### src/rtl/alu_seq.sv
// alu_seq: execute-stage ALU with a registered result and start/done handshake.
// Single-cycle ops complete one cycle after start; DIV runs a WIDTH-cycle
// restoring divider while busy is held high.
//
// Handshake: an op is accepted on a rising edge where start=1 and busy=0.
// Operands and code are sampled at that edge. done pulses for exactly one
// cycle when the op's outputs become valid; start while busy=1 is dropped.
module alu_seq #(
  parameter int WIDTH = 4
) (
  input  logic             clk,
  input  logic             reset,
  input  logic             start,
  input  logic [3:0]       alucontrol,
  input  logic [WIDTH-1:0] a,
  input  logic [WIDTH-1:0] b,
  output logic [WIDTH-1:0] result,
  output logic [WIDTH-1:0] remainder,
  output logic             zero,
  output logic             wen,
  output logic             divzero,
  output logic             busy,
  output logic             done
);

  localparam int CW = $clog2(WIDTH + 1);
  localparam logic [WIDTH:0] WIDTH_V = (WIDTH + 1)'(WIDTH);

  localparam logic [3:0] OP_ADD  = 4'b0000;
  localparam logic [3:0] OP_SUB  = 4'b0001;
  localparam logic [3:0] OP_AND  = 4'b0010;
  localparam logic [3:0] OP_OR   = 4'b0011;
  localparam logic [3:0] OP_MOVZ = 4'b0100;
  localparam logic [3:0] OP_DIV  = 4'b0101;
  localparam logic [3:0] OP_SLT  = 4'b0110;
  localparam logic [3:0] OP_NOR  = 4'b0111;
  localparam logic [3:0] OP_LSL  = 4'b1000;
  localparam logic [3:0] OP_LSR  = 4'b1001;

  typedef enum logic [0:0] {
    S_IDLE = 1'b0,
    S_DIV  = 1'b1
  } state_t;

  state_t           state_q, state_d;
  logic [WIDTH-1:0] result_q, result_d;
  logic [WIDTH-1:0] remainder_q, remainder_d;
  logic             zero_q, zero_d;
  logic             wen_q, wen_d;
  logic             divzero_q, divzero_d;
  logic             done_q, done_d;
  // Dividend register shifts left each step; quotient bits fill in from the
  // LSB, so after WIDTH steps it holds the quotient.
  logic [WIDTH-1:0] dvd_q, dvd_d;
  logic [WIDTH-1:0] dvs_q, dvs_d;
  logic [WIDTH:0]   prem_q, prem_d;
  logic [CW-1:0]    cnt_q, cnt_d;

  logic [WIDTH-1:0] alu_res;
  logic             alu_wen;
  logic [WIDTH:0]   step_shift;
  logic [WIDTH:0]   step_diff;
  logic             step_qbit;
  logic [WIDTH:0]   step_prem;

  // Single-cycle operation result and writeback enable.
  always_comb begin
    alu_res = '0;
    alu_wen = 1'b1;
    unique case (alucontrol)
      OP_ADD:  alu_res = a + b;
      OP_SUB:  alu_res = a - b;
      OP_AND:  alu_res = a & b;
      OP_OR:   alu_res = a | b;
      OP_NOR:  alu_res = ~(a | b);
      OP_MOVZ: begin
        alu_res = a;
        alu_wen = (b == '0);
      end
      OP_SLT:  alu_res = ($signed(a) < $signed(b)) ? WIDTH'(1) : '0;
      OP_LSL:  alu_res = ({1'b0, b} >= WIDTH_V) ? '0 : (a << b);
      OP_LSR:  alu_res = ({1'b0, b} >= WIDTH_V) ? '0 : (a >> b);
      // DIV is handled by the FSM; undefined codes produce 0 with no writeback.
      default: begin
        alu_res = '0;
        alu_wen = 1'b0;
      end
    endcase
  end

  // One restoring-division step, MSB of the dividend first.
  always_comb begin
    step_shift = {prem_q[WIDTH-1:0], dvd_q[WIDTH-1]};
    step_diff  = step_shift - {1'b0, dvs_q};
    step_qbit  = ~step_diff[WIDTH];
    step_prem  = step_qbit ? step_diff : step_shift;
  end

  // Next-state and output-register logic for the IDLE/DIV controller.
  always_comb begin
    state_d     = state_q;
    result_d    = result_q;
    remainder_d = remainder_q;
    zero_d      = zero_q;
    wen_d       = wen_q;
    divzero_d   = divzero_q;
    done_d      = 1'b0;
    dvd_d       = dvd_q;
    dvs_d       = dvs_q;
    prem_d      = prem_q;
    cnt_d       = cnt_q;

    unique case (state_q)
      S_IDLE: begin
        if (start) begin
          if (alucontrol == OP_DIV) begin
            if (b == '0) begin
              // Divide by zero finishes immediately and blocks writeback.
              result_d    = '1;
              remainder_d = a;
              zero_d      = 1'b0;
              wen_d       = 1'b0;
              divzero_d   = 1'b1;
              done_d      = 1'b1;
            end else begin
              dvd_d   = a;
              dvs_d   = b;
              prem_d  = '0;
              cnt_d   = CW'(WIDTH);
              state_d = S_DIV;
            end
          end else begin
            result_d    = alu_res;
            remainder_d = '0;
            zero_d      = (alu_res == '0);
            wen_d       = alu_wen;
            divzero_d   = 1'b0;
            done_d      = 1'b1;
          end
        end
      end
      S_DIV: begin
        dvd_d  = {dvd_q[WIDTH-2:0], step_qbit};
        prem_d = step_prem;
        cnt_d  = cnt_q - CW'(1);
        if (cnt_q == CW'(1)) begin
          result_d    = {dvd_q[WIDTH-2:0], step_qbit};
          remainder_d = step_prem[WIDTH-1:0];
          zero_d      = ({dvd_q[WIDTH-2:0], step_qbit} == '0);
          wen_d       = 1'b1;
          divzero_d   = 1'b0;
          done_d      = 1'b1;
          state_d     = S_IDLE;
        end
      end
      default: state_d = S_IDLE;
    endcase
  end

  // State and output registers; synchronous active-low reset abandons any divide.
  always_ff @(posedge clk) begin
    if (!reset) begin
      state_q     <= S_IDLE;
      result_q    <= '0;
      remainder_q <= '0;
      zero_q      <= 1'b1;
      wen_q       <= 1'b0;
      divzero_q   <= 1'b0;
      done_q      <= 1'b0;
      dvd_q       <= '0;
      dvs_q       <= '0;
      prem_q      <= '0;
      cnt_q       <= '0;
    end else begin
      state_q     <= state_d;
      result_q    <= result_d;
      remainder_q <= remainder_d;
      zero_q      <= zero_d;
      wen_q       <= wen_d;
      divzero_q   <= divzero_d;
      done_q      <= done_d;
      dvd_q       <= dvd_d;
      dvs_q       <= dvs_d;
      prem_q      <= prem_d;
      cnt_q       <= cnt_d;
    end
  end

  assign result    = result_q;
  assign remainder = remainder_q;
  assign zero      = zero_q;
  assign wen       = wen_q;
  assign divzero   = divzero_q;
  assign busy      = (state_q == S_DIV);
  assign done      = done_q;

endmodule

### config.mk
export PLATFORM = sky130hd
export DESIGN_NAME = alu_seq
export DESIGN_NICKNAME = d
export VERILOG_FILES = /design/src/rtl/alu_seq.sv
export SDC_FILE = /design/constraint.sdc
export NUM_CORES = 1
export LEC_CHECK = 0
export CAP_MARGIN = 20
export CORE_MARGIN = 5
export CORE_UTILIZATION = 35
export CTS_CLUSTER_SIZE = 24
export DETAILED_ROUTE_END_ITERATION = 10
export GPL_ROUTABILITY_DRIVEN = 0
export PLACE_DENSITY = 0.62
export SYNTH_ARGS = -nofsm -noshare
export SYNTH_HDL_FRONTEND = slang
export SYNTH_SLANG_ARGS = --single-unit
### constraint.sdc
create_clock -name clk -period 3.14 [get_ports clk]
set_input_delay 0.628 -clock clk [delete_from_list [all_inputs] [get_ports clk]]
set_output_delay 0.628 -clock clk [all_outputs]
set_load 0.02 [all_outputs]
==> flow_metrics.py, run 1 <==
metrics = {
    "status": {
        "status": "finished, final reports clean",
    },
    "worst_setup_path": {
        "cp.arrival_ns": 3.02,
        "cp_max_fo": 4,
        "cp.required_ns": 3.36,
        "worst-setup-path-type": "in -> reg",
        "reg2reg_from": "dvd_q[3]$_SDFFE_PN0P_",
        "r2r-end": "prem_q[1]$_SDFFE_PN0P_",
        "r2r_slack_ns": 0.83,
        "endpoint_kind": "register",
        "r2r_cells": 10,
        "crit_path_start_kind": "primary input",
    },
    "timing": {
        "max_freq_mhz": 356.4,
        "slew_headroom_pct": 68.81,
        "finalHoldViolCount": 0,
        "maxSlewViolCount": 0,
        "rsz0062_at_grt": "false",
        "tns_ns": 0,
        "setup_viol": 0,
        "clock_skew_ns": 0.01183,
        "period_needed_ns": 2.806,
        "period_share_pct": 89.35,
        "worstMarginPinSlew_ns": 0.4662,
    },
    "global_route": {
        "grt_overflow": 0,
        "grt_pass1_wl_microns": 9418,
        "grtUsageTotal_pct": 15.11,
        "antenna_found_initial": 0,
        "grt_pass1_vias": 1922,
        "grt_max_degree": 28,
    },
    "synthesis": {
        "ys_seq_area_share_pct": 25.63,
        "syn-cell-area_sq_um": 2187,
        "synthCells": 267,
        "async_flop_share_pct": 0,
        "synthFlopType": "dfxtp_1",
        "syn-num-nets": 303,
        "synth_edf_count": 0,
        "ys_seq_elements": 28,
        "synth.avg_cell_area_sq_um": 8.191,
        "yosysWarnings": 0,
        "synth_cell_type_count": 66,
    },
    "cts": {
        "clockBufferDepth": 2,
        "post-cts-setup-buffers": 0,
        "numCtsBuffers": 3,
        "root_buffer": "clkbuf_8",
        "cts_resized": 0,
        "cts_tree": "yes",
        "cts.sinks": 28,
        "htree_levels": 1,
        "path_clk_slew_ns": 0.10,
        "hold_buffers": 0,
        "insertion_delay_ns": 0.29,
    },
    "route": {
        "viasPerCell": 5.332,
        "vias": 2026,
        "wl_microns": 5757,
        "drc": 0,
        "wl_per_cell_microns": 15.15,
        "drt-initial-drc-count": 150,
        "dr.pass1.iters": 4,
        "ant_nets": 0,
    },
    "placed_design": {
        "placed_cells": 376,
        "port_buffers": 27,
        "hpwl_microns": 4491,
    },
    "min_path": {
        "min_path_type": "reg -> reg",
        "hold_end": "result[3]$_SDFFE_PN0P_",
        "hp-start": "result[3]$_SDFFE_PN0P_",
        "hold_depth": 2,
    },
    "floorplan": {
        "fp.dieW_microns": 89.05,
        "row_count": 28,
        "die-area_sq_um": 7930,
        "start_util_pct": 36.51,
        "coreArea_sq_um": 5991,
        "ios": 28,
        "die_h_microns": 89.05,
    },
    "finish": {
        "drive_gt1_share_pct": 11.48,
        "area_growth_pct": 23.57,
        "stdcell_count": 380,
        "num-nets-final": 342,
        "diodes": 0,
        "fillerInstances": 619,
        "layout_commonest_cell": "nand2_1",
        "layout_common_cells": "nand2_1 (29), dfxtp_1 (28), clkdlybuf4s50_1 (27)",
    },
    "power_and_ir_drop": {
        "vdd_drop_max_mv": 0.2051,
        "p_leak_uw": 0.001107,
        "power.density_nw_per_um2": 334.7,
    },
    "job": {
        "maxCapViolCount": 0,
    },
}
[where the power goes]
part | internal (uW) | total (uW) | switching [uW]
logic | 114 | 236 | 122
registers | 369 | 377 | 8.43
clock network | 171 | 291 | 120
total | 653 | 904 | 251
[cells in the mapped netlist, drive strengths merged (3+ instances only)]
library cell | count | area [sq um]
a211oi | 3 | 22.52
a21boi | 11 | 82.58
a21oi | 18 | 90.09
a22oi | 3 | 22.52
and2 | 4 | 25.02
buf | 10 | 75.06
clkbuf | 4 | 15.01
dfxtp | 28 | 560.5
fa | 3 | 60.06
ha | 18 | 225.2
inv | 23 | 86.33
mux2 | 3 | 37.53
mux2i | 4 | 40.04
nand2 | 29 | 108.9
nand2b | 7 | 43.79
nand3 | 5 | 25.02
nor2 | 18 | 67.56
nor2b | 7 | 51.30
o211ai | 4 | 30.03
o21a | 3 | 22.52
o21ai | 18 | 90.09
or3 | 3 | 18.77
[worst max path at each step]
stage	slack (ns)	from	to
5_1_grt	0.23	a[0]	result[2]$_SDFFE_PN0P_
3_3_place_gp	0.08	a[0]	zero$_SDFFE_PN1P_
4_1_cts	0.33	a[0]	zero$_SDFFE_PN1P_
2_1_floorplan	0.64	a[0]	zero$_SDFFE_PN1P_
6_report	0.33	a[0]	zero$_SDFFE_PN1P_
3_5_place_dp	0.04	a[0]	zero$_SDFFE_PN1P_
[stage by stage]
stage | cell area, sq um | setup WS, ns | utilization, % | total power [uW] | hold slack [ns]
global route | 2703 | 0.2286 | 45.11 | 950.0 | 0.4992
floorplan | 2187 | 0.6374 | - | 524.8 | 0.4557
finish | 2703 | 0.3345 | 45.11 | 904.5 | 0.4623
detailed placement | 2631 | 0.03867 | 43.92 | 620.1 | 0.4475
global placement | 2631 | 0.08007 | 43.92 | 619.2 | 0.4459
CTS | 2703 | 0.3334 | 45.11 | 909.3 | 0.4666
[layer usage]
metal  wire, microns  GRT usage [%]
met5               0              0
met4              11          2.300
met3             220          1.659
met2            2742          25.10
met1            2783          21.55
[registers in the layout, indices dropped and copies added, names as in the netlist]
register / cells
wen: 1
cnt_q: 3
remainder: 4
dvs_q: 4
result: 4
prem_q: 4
dvd_q: 4
divzero: 1
done: 1
zero: 1
busy: 1
[area by class of cell]
| type | count | area [sq um] | area share (%) |
|---|---|---|---|
| multi-input cells | 202 | 1450 | 53.66 |
| flip-flops and latches | 28 | 560.5 | 20.74 |
| repair buffers | 48 | 440.4 | 16.30 |
| well taps | 75 | 93.84 | 3.472 |
| inverters | 23 | 86.33 | 3.194 |
| clock buffers | 3 | 41.29 | 1.528 |
| clock inverters | 1 | 30.03 | 1.111 |
[worst max-delay path, cell delays in order]
cell and delay, ns:
clkdlybuf4s50_1 0.42, buf_4 0.16, ha_1 0.22, fa_1 0.39, mux2_4 0.29, o31a_1 0.24
a2bb2oi_1 0.19, o31ai_1 0.12, nand3b_1 0.18, o31ai_2 0.18
[logic make-up (layout without fill, tap and decap cells)]
group,after synthesis,count (layout),synth area share (%)
AOI/OAI and AO/OA,87,87,27.40
and+or+nand+nor,84,84,20.14
buffers and inverters,37,75,8.065
DFF,28,28,25.63
adders and majority gates,21,21,13.04
muxes,8,8,4.576
xor gates and xnor gates,2,2,1.144
Note: power is estimated with default switching activity, not from simulation.
==> inputs of run 2 (changes only) <==
Settings changed: CORE_UTILIZATION 35 to 51, PLACE_DENSITY 0.62 to 0.81.
==> run 2 against run 1 <==
Effect of this change:
- combinational power about the same
- utilization rose by 20 points
- clock power fell by 1%
- clock skew down 0.0083 ns
- total power is 0.69% lower
- design area is 2.2% lower
- sequential power hardly changed
- wire length down 1.9%
- first-iteration DRC count increased by 11%
- critical path type unchanged
- largest power group unchanged
==> flow_metrics.py, run 2 (same netlist as run 1, synthesis figures left out) <==
metrics = {
    "finish": {
        "layout_commonest_cell": "nand2_1",
        "drive_gt1_share_pct": 10.89,
        "area_growth_pct": 20.88,
        "fin_area_sq_um": 2644,
        "diodes": 0,
        "num-nets-final": 340,
        "layout_common_cells": "nand2_1 (29), dfxtp_1 (28), clkdlybuf4s50_1 (27)",
        "utilization_pct": 64.70,
        "fillerInstances": 350,
    },
    "placed_design": {
        "hpwl_microns": 4331,
        "port_buffers": 27,
        "placed_area_sq_um": 2572,
    },
    "floorplan": {
        "start_util_pct": 53.52,
        "row_count": 23,
        "die-area_sq_um": 5698,
        "die_h_microns": 75.49,
        "fp.dieW_microns": 75.49,
        "ios": 28,
        "coreArea_sq_um": 4086,
    },
    "global_route": {
        "antenna_found_initial": 0,
        "grt_overflow": 0,
        "grtUsageTotal_pct": 21.60,
        "grt_pass1_wl_microns": 9577,
        "grt_max_degree": 22,
        "grt_pass1_vias": 2071,
    },
    "worst_setup_path": {
        "cp_max_fo": 2,
        "cp.arrival_ns": 3.03,
        "crit_path_start_kind": "primary input",
        "cp.required_ns": 3.34,
        "worst-setup-path-type": "in -> reg",
        "endpoint_kind": "register",
    },
    "cts": {
        "numCtsBuffers": 3,
        "hold_buffers": 0,
        "cts_resized": 0,
        "post-cts-setup-buffers": 0,
        "insertion_delay_ns": 0.28,
        "htree_levels": 1,
        "cts.sinks": 28,
        "cts_tree": "yes",
        "clockBufferDepth": 2,
        "root_buffer": "clkbuf_8",
        "path_clk_slew_ns": 0.10,
    },
    "job": {
        "maxCapViolCount": 0,
    },
    "timing": {
        "clock_skew_ns": 0.003506,
        "worstMarginPinSlew_ns": 0.6550,
        "rsz0062_at_grt": "false",
        "setup_viol": 0,
        "slew_headroom_pct": 56.20,
        "max_freq_mhz": 352.9,
        "period_needed_ns": 2.834,
        "finalHoldViolCount": 0,
        "whs_ns": 0.4590,
        "tns_ns": 0,
        "period_share_pct": 90.24,
        "maxSlewViolCount": 0,
    },
    "route": {
        "ant_nets": 0,
        "viasPerCell": 5.901,
        "drc": 0,
        "dr.pass1.iters": 4,
        "wl_microns": 5648,
        "vias": 2083,
        "wl_per_cell_microns": 16.00,
        "drt-initial-drc-count": 166,
    },
    "power_and_ir_drop": {
        "vdd_drop_max_mv": 0.1962,
        "finalPower_uw": 898.2,
        "p_leak_uw": 0.001092,
        "power.density_nw_per_um2": 339.8,
    },
    "status": {
        "status": "finished, final reports clean",
    },
    "min_path": {
        "min_path_type": "reg -> reg",
    },
}
[run 2: cell types whose count changed in the layout (fill, tap and decap cells not counted)]
cell | before | now
buf_12 | 1 | 0
buf_4 | 20 | 19
[run 2: final cells by class]
type / instances / area (sq um) / area share [%]
clock inverter: 1 / 30.03 / 1.136
tap: 50 / 62.56 / 2.366
sequential: 28 / 560.5 / 21.20
clock buffer: 3 / 41.29 / 1.562
timing repair buffer: 46 / 412.9 / 15.62
inverter: 23 / 86.33 / 3.265
multi-input combinational: 202 / 1450 / 54.85
[run 2: power by group]
part / switching, uW / internal, uW
registers: 8.50 / 369
logic: 122 / 111
clock network: 117 / 171
[run 2: worst max-delay path, cell delays in order]
cell             delay (ns)
clkdlybuf4s50_1        0.48
inv_1                  0.06
ha_1                   0.22
fa_1                   0.48
inv_1                  0.04
mux4_2                 0.47
o2bb2ai_1              0.14
a41oi_1                0.22
nand3b_1               0.12
o31ai_2                0.17
[run 2: metal layers]
metal	wire [microns]	GRT usage (%)	share of wire, %	up-vias
met5	0	0	0	-
met4	15	3.883	0.27	0
met3	429	3.826	7.6	2
met2	2658	35.19	47	75
met1	2544	30.33	45	982
li1	-	-	-	1024
[run 2: final timing paths]
kind	start	end	slack, ns	cells past startpoint
worst max-delay path	a[0]	zero$_SDFFE_PN1P_	0.31	10
worst min-delay path	result[3]$_SDFFE_PN0P_	result[3]$_SDFFE_PN0P_	0.46	2
worst max register to register	dvd_q[3]$_SDFFE_PN0P_	prem_q[1]$_SDFFE_PN0P_	0.77	10
worst min register to register	result[3]$_SDFFE_PN0P_	result[3]$_SDFFE_PN0P_	0.46	2
[run 2: metrics by stage]
stage / instances / worst slack, ns
after floorplan: 267 / 0.6374
after global placement: 349 / 0.07670
after detailed placement: 349 / 0.02429
after CTS: 353 / 0.3078
after global routing: 353 / 0.1648
final: 353 / 0.3064
